$ cat src/rtl/soc_ledkey_mmio_if.sv
// Data-bus port bundle between the SoC initiator and a memory-mapped responder.
// The initiator drives the request; the responder answers with a done pulse and read data.
interface soc_ledkey_mmio_if;
  logic        mem_valid;
  logic [31:0] mem_addr;
  logic [31:0] mem_wdata;
  logic        mem_wstrobe;
  logic [31:0] mem_rdata;
  logic        mem_done;

  modport master (
    output mem_valid, mem_addr, mem_wdata, mem_wstrobe,
    input  mem_rdata, mem_done
  );

  modport slave (
    input  mem_valid, mem_addr, mem_wdata, mem_wstrobe,
    output mem_rdata, mem_done
  );
endinterface

$ cat src/rtl/soc_ledkey_mmio.sv
// iceFUN LED-matrix / key responder: four LED row registers, debounced keys with sticky
// press flags, and an autonomous column scanner driven by a programmable divider.
module soc_ledkey_mmio #(
  parameter int DEBOUNCE_CYCLES = 12000,
  parameter int SCAN_DIV_RESET  = 3000,
  parameter bit KEY_ACTIVE_LOW  = 1'b1
) (
  input  logic                    clk,
  input  logic                    rst,
  soc_ledkey_mmio_if.slave        bus,
  input  logic [3:0]              keys,
  output logic [7:0]              leds,
  output logic [3:0]              lcol
);
  localparam int          DB_W     = $clog2(DEBOUNCE_CYCLES + 1);
  localparam logic [31:0] ID_VALUE = 32'h4C45_444B;

  typedef enum logic {IDLE, ACK} state_t;

  state_t      state_reg, state_next;
  logic [2:0]  addr_reg, addr_next;
  logic [15:0] wdata_reg, wdata_next;
  logic        wr_reg, wr_next;

  logic [7:0]  led_row_reg [4];
  logic [3:0]  keypress_reg;
  logic [15:0] scandiv_reg;
  logic [15:0] scan_cnt_reg;
  logic [1:0]  col_reg;
  logic [3:0]  lcol_reg;
  logic [7:0]  leds_reg;

  logic [3:0]  key_state;
  logic [3:0]  key_rise;
  logic [3:0]  kp_clear;
  logic        wr_en;
  logic [31:0] rd_word;

  // Only the word index and the low half of write data are ever used.
  logic unused_bus_bits;
  assign unused_bus_bits = ^{bus.mem_addr[31:5], bus.mem_addr[1:0], bus.mem_wdata[31:16]};

  always_ff @(posedge clk) begin
    if (rst) begin
      state_reg <= IDLE;
      addr_reg  <= '0;
      wdata_reg <= '0;
      wr_reg    <= 1'b0;
    end else begin
      state_reg <= state_next;
      addr_reg  <= addr_next;
      wdata_reg <= wdata_next;
      wr_reg    <= wr_next;
    end
  end

  always_comb begin
    state_next = state_reg;
    addr_next  = addr_reg;
    wdata_next = wdata_reg;
    wr_next    = wr_reg;
    case (state_reg)
      IDLE: begin
        if (bus.mem_valid) begin
          state_next = ACK;
          addr_next  = bus.mem_addr[4:2];
          wdata_next = bus.mem_wdata[15:0];
          wr_next    = bus.mem_wstrobe;
        end
      end
      ACK:     state_next = IDLE;
      default: state_next = IDLE;
    endcase
  end

  // Reset asserted during ACK suppresses the pulse as well as the write.
  always_comb begin
    bus.mem_done  = 1'b0;
    bus.mem_rdata = '0;
    if (state_reg == ACK && !rst) begin
      bus.mem_done  = 1'b1;
      bus.mem_rdata = rd_word;
    end
  end

  assign wr_en = (state_reg == ACK) && wr_reg;

  always_comb begin
    rd_word = '0;
    case (addr_reg)
      3'd0, 3'd1, 3'd2, 3'd3: rd_word = {24'b0, led_row_reg[addr_reg[1:0]]};
      3'd4:                   rd_word = {28'b0, key_state};
      3'd5:                   rd_word = {28'b0, keypress_reg};
      3'd6:                   rd_word = {16'b0, scandiv_reg};
      default:                rd_word = ID_VALUE;
    endcase
  end

  genvar gi;
  generate
    for (gi = 0; gi < 4; gi++) begin : g_key
      logic [1:0]      key_sync_reg;
      logic [DB_W-1:0] db_cnt_reg;
      logic            db_state_reg;
      logic            key_level;
      logic            db_done;

      assign key_level = key_sync_reg[1] ^ KEY_ACTIVE_LOW;
      assign db_done   = (db_cnt_reg == DB_W'(DEBOUNCE_CYCLES - 1));

      always_ff @(posedge clk) begin
        if (rst) begin
          key_sync_reg <= {2{KEY_ACTIVE_LOW}};
          db_cnt_reg   <= '0;
          db_state_reg <= 1'b0;
        end else begin
          key_sync_reg <= {key_sync_reg[0], keys[gi]};
          if (key_level == db_state_reg) begin
            db_cnt_reg <= '0;
          end else if (db_done) begin
            db_state_reg <= key_level;
            db_cnt_reg   <= '0;
          end else begin
            db_cnt_reg <= db_cnt_reg + DB_W'(1);
          end
        end
      end

      assign key_state[gi] = db_state_reg;
      assign key_rise[gi]  = key_level && !db_state_reg && db_done;
    end
  endgenerate

  // A press arriving on the same edge as a clear keeps the flag set.
  assign kp_clear = (wr_en && addr_reg == 3'd5) ? wdata_reg[3:0] : 4'b0;

  always_ff @(posedge clk) begin
    if (rst) begin
      for (int i = 0; i < 4; i++) led_row_reg[i] <= '0;
      keypress_reg <= '0;
      scandiv_reg  <= 16'(SCAN_DIV_RESET);
    end else begin
      if (wr_en && !addr_reg[2]) led_row_reg[addr_reg[1:0]] <= wdata_reg[7:0];
      if (wr_en && addr_reg == 3'd6) scandiv_reg <= wdata_reg;
      keypress_reg <= (keypress_reg & ~kp_clear) | key_rise;
    end
  end

  always_ff @(posedge clk) begin
    if (rst) begin
      scan_cnt_reg <= 16'(SCAN_DIV_RESET);
      col_reg      <= '0;
      lcol_reg     <= 4'b1110;
      leds_reg     <= 8'hFF;
    end else begin
      if (scan_cnt_reg == 16'd0) begin
        scan_cnt_reg <= scandiv_reg;
        col_reg      <= col_reg + 2'd1;
      end else begin
        scan_cnt_reg <= scan_cnt_reg - 16'd1;
      end
      lcol_reg <= ~(4'b0001 << col_reg);
      leds_reg <= ~led_row_reg[col_reg];
    end
  end

  assign lcol = lcol_reg;
  assign leds = leds_reg;
endmodule

$ cat src/flat_wrapper.sv
// flat-port wrapper written by rule: the top's interface ports become plain ports
module soc_ledkey_mmio_flat 
#(
  parameter int DEBOUNCE_CYCLES = 12000,
  parameter int SCAN_DIV_RESET  = 3000,
  parameter bit KEY_ACTIVE_LOW  = 1'b1
)
  (clk, rst, keys, leds, lcol, bus_mem_valid, bus_mem_addr, bus_mem_wdata, bus_mem_wstrobe, bus_mem_rdata, bus_mem_done);
  soc_ledkey_mmio_if bus_i ();
  input  logic clk;
  input  logic rst;
  input  logic [3:0] keys;
  output logic [7:0] leds;
  output logic [3:0] lcol;
  input wire logic [$bits(bus_i.mem_valid)-1:0] bus_mem_valid;
  input wire logic [$bits(bus_i.mem_addr)-1:0] bus_mem_addr;
  input wire logic [$bits(bus_i.mem_wdata)-1:0] bus_mem_wdata;
  input wire logic [$bits(bus_i.mem_wstrobe)-1:0] bus_mem_wstrobe;
  output wire logic [$bits(bus_i.mem_rdata)-1:0] bus_mem_rdata;
  output wire logic [$bits(bus_i.mem_done)-1:0] bus_mem_done;
  assign bus_i.mem_valid = bus_mem_valid;
  assign bus_i.mem_addr = bus_mem_addr;
  assign bus_i.mem_wdata = bus_mem_wdata;
  assign bus_i.mem_wstrobe = bus_mem_wstrobe;
  assign bus_mem_rdata = bus_i.mem_rdata;
  assign bus_mem_done = bus_i.mem_done;
  soc_ledkey_mmio #(.DEBOUNCE_CYCLES(DEBOUNCE_CYCLES), .SCAN_DIV_RESET(SCAN_DIV_RESET), .KEY_ACTIVE_LOW(KEY_ACTIVE_LOW)) u_core (.clk(clk), .rst(rst), .bus(bus_i), .keys(keys), .leds(leds), .lcol(lcol));
endmodule
$ cat config.mk
export PLATFORM = sky130hd
export DESIGN_NAME = soc_ledkey_mmio_flat
export DESIGN_NICKNAME = d
export VERILOG_FILES = /design/src/rtl/soc_ledkey_mmio_if.sv /design/src/rtl/soc_ledkey_mmio.sv /design/src/flat_wrapper.sv
export SDC_FILE = /design/constraint.sdc
export NUM_CORES = 1
export LEC_CHECK = 0
export CAP_MARGIN = 20
export CORE_MARGIN = 1.5
export CORE_UTILIZATION = 54
export DETAILED_ROUTE_END_ITERATION = 7
export PLACE_DENSITY = 0.8
export RECOVER_POWER = 25
export SYNTH_ARGS = -nofsm -noshare
export SYNTH_HDL_FRONTEND = slang
export SYNTH_SLANG_ARGS = --single-unit
$ cat constraint.sdc
create_clock -name clk -period 5.05 [get_ports clk]
set_input_delay 0.7575 -clock clk [delete_from_list [all_inputs] [get_ports clk]]
set_output_delay 0.7575 -clock clk [all_outputs]
set_load 0.02 [all_outputs]
==> reports/qor_table.md, run 1 <==
| Quantity | Reported |
|:---|:---|
| Hold violation total from the final report | 0 |
| Util after Layout | 63.6% |
| Fraction of power consumed by combinational cells | 5.2% |
| Yosys cell types | 51 |
| Min-Delay Path Class | register to register |
| Launching element type of the critical path | register |
| Detail-routed net length per standard cell | 14.9 µm |
| Number of violations of the max-capacitance limit | 0 |
| Area of the placeable core | 13900 µm² |
| Critical-path cell with the highest stage delay | sky130_fd_sc_hd__nor2b_1 |
| Hold buffer count at CTS | 0 |
| Worst path buffer plus inverter count | 1 |
| Shortest clock period the worst path allows after layout | 3.58 ns |
| Max Fanout on Critical Path | 15 |
| Leading post-synthesis cells by instance count | sky130_fd_sc_hd__dfxtp_1, sky130_fd_sc_hd__nor2_1, sky130_fd_sc_hd__nand2_1, sky130_fd_sc_hd__a21oi_1, sky130_fd_sc_hd__clkbuf_1 |
| Row Count | 43 |
| Max reg flops | 56 |
| Number of nets in the finished design | 930 |
| Gp weighted congestion | 0.818 |
| Worst Setup Path Type | register to output pin |
| Leakage | 0.00323 µW |
| Setup Fix Bufs, Post-CTS | 0 |
| CTS sink cnt | 175 |
| Layout cells sized above 1 | 8.87% |
| Post-detail-place hpwl | 10.3 mm |
| Drt drc | 0 |
| Post-synthesis average cell area | 9.49 µm² |
| Critical Path Start | u_core.addr_reg[1] |
| Arr. time, crit path | 2.83 ns |
| Top cell type by total area after synthesis | sky130_fd_sc_hd__dfxtp_1 |
| Largest cells by area after synthesis | sky130_fd_sc_hd__dfxtp_1, sky130_fd_sc_hd__edfxtp_1, sky130_fd_sc_hd__nor2_1 |
| Detailed Route Iter0 Violations | 391 |
| Number of clock buffers inserted by TritonCTS | 17 |
| Count of flip-flops with a built-in enable after synthesis | 32 |
| Net Sw Frac | 22.0% |
| Fmax achieved | 279 MHz |
| Area added between synthesis and finish | 15.3% |
| Sum of overflow across all layers after global routing | 0 |
| Pre-CTS WS | 1.64 ns |
| Largest net degree at the start of global routing | 96 |
| GRT Resource Usage Total | 22.1% |
| Ys Warns | 0 |
| Final Skew | 0.00651 ns |
| Status | finished clean |
| Top-level I/O count | 117 |
| I/O Buffers | 61 |
| Setup ws final | 1.47 ns |
| Register area share after synthesis | 49.9% |
| Number of filler instances in the final layout | 1146 |
| Via Count | 5640 |
| Root Buffer Master | sky130_fd_sc_hd__clkbuf_16 |
| FF-to-FF Start | u_core.scan_cnt_reg[6] |
| Number of vias per cell after detailed routing | 5.44 |
| Post-route total power | 2890 µW |
| Diodes inserted | 0 |
| Slew at the pin closest to its max-slew limit | 1.12 ns |
| Netlist area before placement | 7660 µm² |
| Final count of negative-setup-slack endpoints | 0 |
| Clock Pin Slew Worst Setup and Hold Paths | 0.06 ns |
| NetSw | 636 µW |
| CP endpoint kind | output pin |
| Beginning of the worst hold path | u_core.g_key[3].key_sync_reg[0] |
| Most instantiated flip-flop cell in the synthesis netlist | sky130_fd_sc_hd__dfxtp_1 |
| Max transition margin | 24.8% |
| Effective utilization at floorplan | 55.2% |
| Number of standard cells after synthesis | 807 |
| Max-slew violations | 0 |
| Total Wirelength | 15.5 mm |
| Sequential share of power | 51.5% |
| CP Data Required Time | 4.29 ns |
| Global-route wire length before repair | 25.4 mm |
| Part of the total power dissipated in the clock network | 43.2% |
| Maximum clock insertion buffer count | 2 |
| Die ar. | 14900 µm² |
| CTS tree | done |
| Setup repair after global routing missed its margin | no |
| Cell with the most instances after synthesis | sky130_fd_sc_hd__dfxtp_1 |
| Cells after DPL | 1005 |
| Final critical-path share of the clock period | 71.0% |
| Height of the die | 122 µm |
| Clock insertion delay at the later pin of the skew report | 0.42 ns |
| Pwr Density | 327 nW/µm² |
| # resized after CTS | 0 |
| FFs w/ async S/R, synth | 0% |
| Remaining antenna violation count after routing | 0 |
| Number of antenna violations at the first check in global routing | 0 |
| Die boundary width | 122 µm |
| Non-filler cells in the finished layout | 1037 |
| Via count of the first global-routing pass | 5264 |
| Flip-flop and latch count after synthesis | 175 |
| Setup TNS Final | 0 ns |
| Ordered cell list for the critical path | nor2b_1 -> nand3_1 -> a21oi_1 -> clkdlybuf4s50_1 |
| Int Power | 2250 µW |
| Total iterations of the first detailed-routing run | 6 |
| Top delay family on crit path | simple AND/OR/NAND/NOR gates |
| Share of Yosys cell area claimed by the top area cell type | 37.4% |
| Maximum cell stage delay along the critical path | 0.78 ns |
| Peak supply drop | 0.252 mV |
| Depth of the CTS H-tree | 4 |
[worst register-to-register path, cell delays in order (launching register included)]
cell and delay, ns:
sky130_fd_sc_hd__dfxtp_1 0.35, sky130_fd_sc_hd__or4_4 0.58, sky130_fd_sc_hd__or3_4 0.37, sky130_fd_sc_hd__or4b_4 0.65, sky130_fd_sc_hd__xnor2_1 0.29, sky130_fd_sc_hd__nor2_1 0.06
[final timing paths]
| path | endpoint | slack (ns) | cells past startpoint |
|---|---|---|---|
| setup / recovery | bus_mem_rdata[4] | 1.47 | 4 |
| setup reg to reg | u_core.col_reg[0] | 2.61 | 5 |
| hold reg to reg | u_core.g_key[3].key_sync_reg[1] | 0.42 | 1 |
| hold / removal | u_core.g_key[3].key_sync_reg[1] | 0.42 | 1 |
[cell type report]
| cell class | count | area (µm²) | share of cell area (%) |
|---|---|---|---|
| well taps | 180 | 225 | 2.55 |
| clock inverters | 10 | 85.1 | 0.964 |
| inverters | 26 | 97.6 | 1.11 |
| repair buffers | 64 | 623 | 7.06 |
| multi-input cells | 560 | 3490 | 39.5 |
| clock buffers | 22 | 484 | 5.48 |
| flip-flops and latches | 175 | 3820 | 43.3 |
[stage by stage]
step,hold WS (ns),cell area (µm²)
after floorplan,0.389,7690
after global routing,0.431,8830
after global placement,0.404,8270
final,0.424,8830
after detailed placement,0.405,8270
after CTS,0.421,8840
[kinds of logic (layout without fill, tap and decap cells)]
family | count (synthesis) | after routing | synth area share, %
AO/OA/AOI/OAI | 84 | 84 | 7.03
other | 1 | 10 | 0.0490
adder cells (fa/ha/maj) | 14 | 14 | 2.29
flip-flops | 175 | 175 | 49.9
multiplexers | 17 | 17 | 4.84
AND/OR/NAND/NOR | 376 | 376 | 24.2
XOR/XNOR | 59 | 59 | 6.75
buffers and inverters | 81 | 122 | 4.90
[layout by cell type, fill, tap and decap left out, types with 9 or more instances in the layout]
master	n
sky130_fd_sc_hd__dfxtp_1	143
sky130_fd_sc_hd__nor3_1	13
sky130_fd_sc_hd__nand2_1	103
sky130_fd_sc_hd__clkbuf_16	17
sky130_fd_sc_hd__nor2_1	104
sky130_fd_sc_hd__xor2_1	28
sky130_fd_sc_hd__xnor2_1	31
sky130_fd_sc_hd__clkdlybuf4s50_1	59
sky130_fd_sc_hd__edfxtp_1	32
sky130_fd_sc_hd__inv_1	26
sky130_fd_sc_hd__ha_1	14
sky130_fd_sc_hd__conb_1	10
sky130_fd_sc_hd__or2_2	9
sky130_fd_sc_hd__and2_1	11
sky130_fd_sc_hd__and3_1	34
sky130_fd_sc_hd__nand2b_1	23
sky130_fd_sc_hd__nand4_1	10
sky130_fd_sc_hd__nand3_1	29
sky130_fd_sc_hd__mux4_2	16
sky130_fd_sc_hd__a21oi_1	43
[routing by layer]
layer | part of all wire, % | GRT usage [%]
met1 | 43 | 28.0
met2 | 49 | 36.6
met3 | 5.9 | 5.43
met4 | 1.9 | 8.14
met5 | 0 | 0
[power by group through the flow]
stage / combinational, µW / sequential (µW) / clock [µW]
global placement: 148 / 1510 / 0
global route: 166 / 1490 / 1330
floorplan: 109 / 1500 / 0
detailed placement: 151 / 1520 / 0
finish: 151 / 1490 / 1250
CTS: 153 / 1490 / 1270
No activity file was read; power rests on OpenSTA's default activity.
==> inputs of run 2 (changes only) <==
Clock period 5.05 ns to 3.5 ns, I/O delays scaled along.
==> run 2 against run 1 <==
The flow now finishes with violations (capacitance limit, slew limit). First-iteration DRC count rose by 4.9%. Register-to-register slack got worse by 1.5 ns. Sequential share of layout area fell by 0.25 points. Clock power rose by 55%. Hold slack got worse by 0.0085 ns. Cell count rose by 0.19%. Non-clock buffer count rose by 2. Largest cell class unchanged. Highest routed layer unchanged.
==> reports/qor_table.md, run 2 (synthesis gave the netlist of run 1 again) <==
| Quantity | Reported |
|:---|:---|
| Max reg flops | 56 |
| I/O Buffers | 61 |
| Height of the die | 122 µm |
| Most Crowded Layer GR | met2 |
| Commonest non-fill, non-tap cell in the layout | sky130_fd_sc_hd__dfxtp_1 |
| Depth of the CTS H-tree | 4 |
| Peak supply drop | 0.389 mV |
| Effective utilization at floorplan | 55.2% |
| Final Skew | 0.00952 ns |
| Max-slew violations | 96 |
| Gp weighted congestion | 0.806 |
| Critical Path Start | u_core.addr_reg[1] |
| Final count of negative-setup-slack endpoints | 0 |
| Max Fanout on Critical Path | 15 |
| Number of clock buffers inserted by TritonCTS | 17 |
| Setup ws final | 0.317 ns |
| Violations in the final reports | capacitance limit, slew limit |
| Via count of the first global-routing pass | 5206 |
| Register cell area after layout | 3820 µm² |
| Hold buffer count at CTS | 0 |
| Area occupied by multi-input gates | 3490 µm² |
| CTS tree | done |
| Remaining antenna violation count after routing | 0 |
| Shortest clock period the worst path allows after layout | 3.18 ns |
| Leakage | 0.00325 µW |
| Status | complete, but fails checks |
| Setup TNS Final | 0 ns |
| Number of vias per cell after detailed routing | 5.39 |
| Via Count | 5605 |
| GRT Resource Usage Total | 22.1% |
| Pwr Density | 484 nW/µm² |
| Largest net degree at the start of global routing | 96 |
| Detail-routed net length per standard cell | 14.7 µm |
| Hold violation total from the final report | 0 |
| Pre-CTS WS | 0.541 ns |
| Die ar. | 14900 µm² |
| Number of violations of the max-capacitance limit | 1 |
| Post-detail-place hpwl | 10.2 mm |
| Clock insertion delay at the later pin of the skew report | 0.43 ns |
| Area of the placeable core | 13900 µm² |
| Root Buffer Master | sky130_fd_sc_hd__clkbuf_16 |
| Setup Fix Bufs, Post-CTS | 0 |
| CP Data Required Time | 2.97 ns |
| Layout cells sized above 1 | 8.73% |
| Launching element type of the critical path | register |
| Final critical-path share of the clock period | 90.9% |
| Most used cells in the layout excluding fill and tap cells | sky130_fd_sc_hd__dfxtp_1, sky130_fd_sc_hd__nor2_1, sky130_fd_sc_hd__nand2_1 |
| Min-Delay Path Class | register to register |
| Number of nets in the finished design | 932 |
| CTS sink cnt | 175 |
| Global routing usage on met1 | 28.1% |
| Number of filler instances in the final layout | 1124 |
| Arr. time, crit path | 2.66 ns |
| Number of cells on the worst reg-to-reg path | 5 |
| Number of antenna violations at the first check in global routing | 0 |
| Sum of overflow across all layers after global routing | 0 |
| Slew at the pin closest to its max-slew limit | 1.79 ns |
| CP endpoint kind | output pin |
| Die boundary width | 122 µm |
| Maximum clock insertion buffer count | 2 |
| Total iterations of the first detailed-routing run | 5 |
| Worst Setup Path Type | register to output pin |
| Top-level I/O count | 117 |
| Fmax achieved | 314 MHz |
| Total Wirelength | 15.3 mm |
| Max transition margin | -19.1% |
| Global-route wire length before repair | 25.4 mm |
| Beginning of the worst hold path | u_core.g_key[1].key_sync_reg[0] |
| Setup repair after global routing missed its margin | no |
| Clock Pin Slew Worst Setup and Hold Paths | 0.06 ns |
| FF-to-FF Start | u_core.scan_cnt_reg[6] |
| Met3 Resource Use GR | 5.34% |
| Diodes inserted | 0 |
| Worst-case hold slack | 0.415 ns |
| Detailed Route Iter0 Violations | 410 |
| # resized after CTS | 0 |
| Row Count | 43 |
| Number of cells on the worst hold path | 1 |
| Drt drc | 0 |
| Area added between synthesis and finish | 16.0% |
| Met2 global-route usage | 36.9% |
==> run 2: metrics by stage <==
stage,total power [µW],util [%],instance area [µm²],instances
2_1_floorplan,2320,-,7690,816
3_5_place_dp,2410,59.7,8290,1007
3_3_place_gp,2400,59.7,8290,1007
5_1_grt,4450,64.0,8880,1039
6_report,4300,64.0,8880,1039
4_1_cts,4330,64.1,8890,1039
==> run 2: worst max-delay path, cell delays in order, from the launching register on <==
cell and delay, ns:
sky130_fd_sc_hd__dfxtp_1 0.46, sky130_fd_sc_hd__nand2b_1 0.29, sky130_fd_sc_hd__inv_1 0.29, sky130_fd_sc_hd__a21oi_1 0.15
sky130_fd_sc_hd__a211oi_1 0.37, sky130_fd_sc_hd__clkdlybuf4s50_1 0.68
==> run 2: path summary, 6_finish.rpt <==
| kind | to | slack (ns) |
|---|---|---|
| worst min-delay path | u_core.g_key[1].key_sync_reg[1] | 0.42 |
| worst min register to register | u_core.g_key[1].key_sync_reg[1] | 0.42 |
| worst max register to register | register | 1.06 |
| worst max-delay path | bus_mem_rdata[2] | 0.32 |
==> run 2: layout make-up <==
class | count | area share (%)
Tap cell | 180 | 2.54
Timing Repair Buffer | 66 | 7.16
Clock buffer | 23 | 5.40
Multi-Input combinational cell | 560 | 39.3
Clock inverter | 9 | 1.45
Inverter | 26 | 1.10
Sequential cell | 175 | 43.1
==> run 2: where the power goes <==
| group | switching (µW) | internal, µW |
|---|---|---|
| logic | 117 | 102 |
| clock network | 755 | 1180 |
| registers | 47.9 | 2100 |
| total | 920 | 3380 |
==> run 2: per-layer routing <==
metal  share of wire, %  up-vias
met1                 44     2650
li1                   -     2802
met4                1.9        0
met5                  0        -
met3                4.7       25
met2                 50      128
==> variant (flow settings as in run 1) <==
Add an input register stage for `keys`; this delays it by one clock. The other inputs are not delayed to match.
--- a/src/rtl/soc_ledkey_mmio.sv
+++ b/src/rtl/soc_ledkey_mmio.sv
@@ -16,6 +16,12 @@
   localparam logic [31:0] ID_VALUE = 32'h4C45_444B;
 
   typedef enum logic {IDLE, ACK} state_t;
+
+  logic [3:0] keys_q;
+
+  always_ff @(posedge clk) begin
+    keys_q <= keys;
+  end
 
   state_t      state_reg, state_next;
   logic [2:0]  addr_reg, addr_next;
@@ -114,7 +120,7 @@
           db_cnt_reg   <= '0;
           db_state_reg <= 1'b0;
         end else begin
-          key_sync_reg <= {key_sync_reg[0], keys[gi]};
+          key_sync_reg <= {key_sync_reg[0], keys_q[gi]};
           if (key_level == db_state_reg) begin
             db_cnt_reg <= '0;
           end else if (db_done) begin
Formal check against the unedited RTL: same outputs for any inputs over 4 cycles, from zero or initial values and one cycle with rst high; that may be too few to reach the edited logic, so the function may still have changed.
==> variant against run 1 <==
Sequential cell count up 4; setup slack better by 0.0028 ns; synthesized area up 1.3%; cell area up 0.72%; first-iteration DRC count down 4.3%; wire length up 2.9%; power down 0.28%; final cell count up 1.1%; highest routed layer unchanged.
==> variant: results (changes against run 1) <==
metric;value;unit;change
grt_pass1_wl;26.79;mm;+5.4%
critPathMaxFanout;15;;unchanged
grt_max_degree;98;;+2.1%
grt_antenna_before_repair;0;;unchanged
grt_pass1_vias;5488;;+4.3%
io_buffers;61;;unchanged
power_leakage;0.003211;uW;-0.58%
place_area;8362;um^2;+1.1%
tightest_slew;1.024;ns;-0.09962 ns
vias_per_cell;5.436;;about the same
grt_util_all_layers;0.2288;;+0.008107
wl_per_cell;15.22;um;+1.8%
gp_congestion;0.7787;;-4.8%
yosys-top-cells-count;dfxtp_1 (147), nand2_1 (108), nor2_1 (100);;
first_iter_violations;374;;-4.3%
outcome;finished clean;;
nets;941;;+1.2%
first_pass_iters;5;;-1
cts_resized;0;;unchanged
synth.distinct_cells;54;;+5.9%
htreeDepth;4;;unchanged
synthTopCellsByArea;dfxtp_1 (38%), edfxtp_1 (12%), nand2_1 (5.2%);;
clkTransAtPathRegs;0.06;ns;about the same
drive_gt1_frac;0.07834;;-0.01034
netSwitchingPower;645.8;uW;+1.6%
reg2regPathDepth;7;;+2
dp_hpwl;10.38;mm;+0.56%
irDropWorstVdd;194.2;uV;-23%
pre_cts_slack;1.469;ns;-0.1733 ns
clock_path_buffers;2;;unchanged
ys_seq_area_frac;0.5036;;+0.004123
ys_warn_count;0;;unchanged
skew;0.005623;ns;-0.0008892 ns
cp_data_arrival_time;2.82;ns;about the same
## variant: cell types whose count changed in the layout (fill, tap and decap cells not counted), sizes merged, moves of 4 or more
cell / change
clkbuf: -4
nor4: +4
a22oi: -4
clkinv: +5
nand2: +5
and3: -6
dfxtp: +4
dlygate4sd3: +4
clkdlybuf4s50: -4
## variant: cell families (layout without fill, tap and decap cells)
kind of cell               after synthesis  in the layout  share of synthesized area
other                                    1             10                  0.0004837
and+or+nand+nor                        378            378                     0.2405
muxes                                   18             18                    0.04923
buffers and inverters                   81            125                    0.05052
AOI/OAI and AO/OA                       86             86                    0.06763
DFF                                    179            179                     0.5036
adders and majority gates               14             14                    0.02260
xor gates and xnor gates                58             58                    0.06553
## variant: stage by stage
| step | cells | power [uW] |
|---|---|---|
| floorplan | 824 | 1647 |
| CTS | 1047 | 2891 |
| detailed placement | 1015 | 1701 |
| finish | 1048 | 2877 |
| global route | 1048 | 2974 |
| global placement | 1015 | 1696 |
## variant: power groups by stage
stage	registers [uW]	logic [uW]	clock network, uW
floorplan	1540	109	0
global placement	1550	149	0
detailed placement	1550	151	0
CTS	1520	153	1220
global route	1520	166	1280
finish	1520	152	1210
## variant: area by class of cell
cell class                      count  area [um^2]
Timing Repair Buffer               66        638.1
Tap cell                          180        225.2
Clock inverter                     14        95.09
Sequential cell                   179         3904
Inverter                           27        101.3
Clock buffer                       18        439.2
Multi-Input combinational cell    564         3491
Fill cell                        1127         5041
## variant: worst paths after layout
check	startpoint	endpoint	slack [ns]
worst max-delay path	u_core.addr_reg[1]	bus_mem_rdata[5]	1.47
worst min-delay path	u_core.keys_q[1]	u_core.g_key[1].key_sync_reg[0]	0.41
worst max register to register	u_core.scan_cnt_reg[0]	u_core.scan_cnt_reg[11]	2.65
worst min register to register	u_core.keys_q[1]	u_core.g_key[1].key_sync_reg[0]	0.41
## variant: layer usage
metal  up-vias  track usage  share of wire
met1      2667       0.2961           0.44
li1       2829            -              -
met2       173       0.3740           0.48
met5         -            0              0
met4         0      0.09448          0.024
met3        28      0.04693          0.053
## variant: worst max-delay path, cell delays in order (launching register included)
cell	delay, ns
dfxtp_1	0.63
nor2b_1	0.69
nand3_1	0.23
a21oi_1	0.21
clkdlybuf4s50_1	0.63
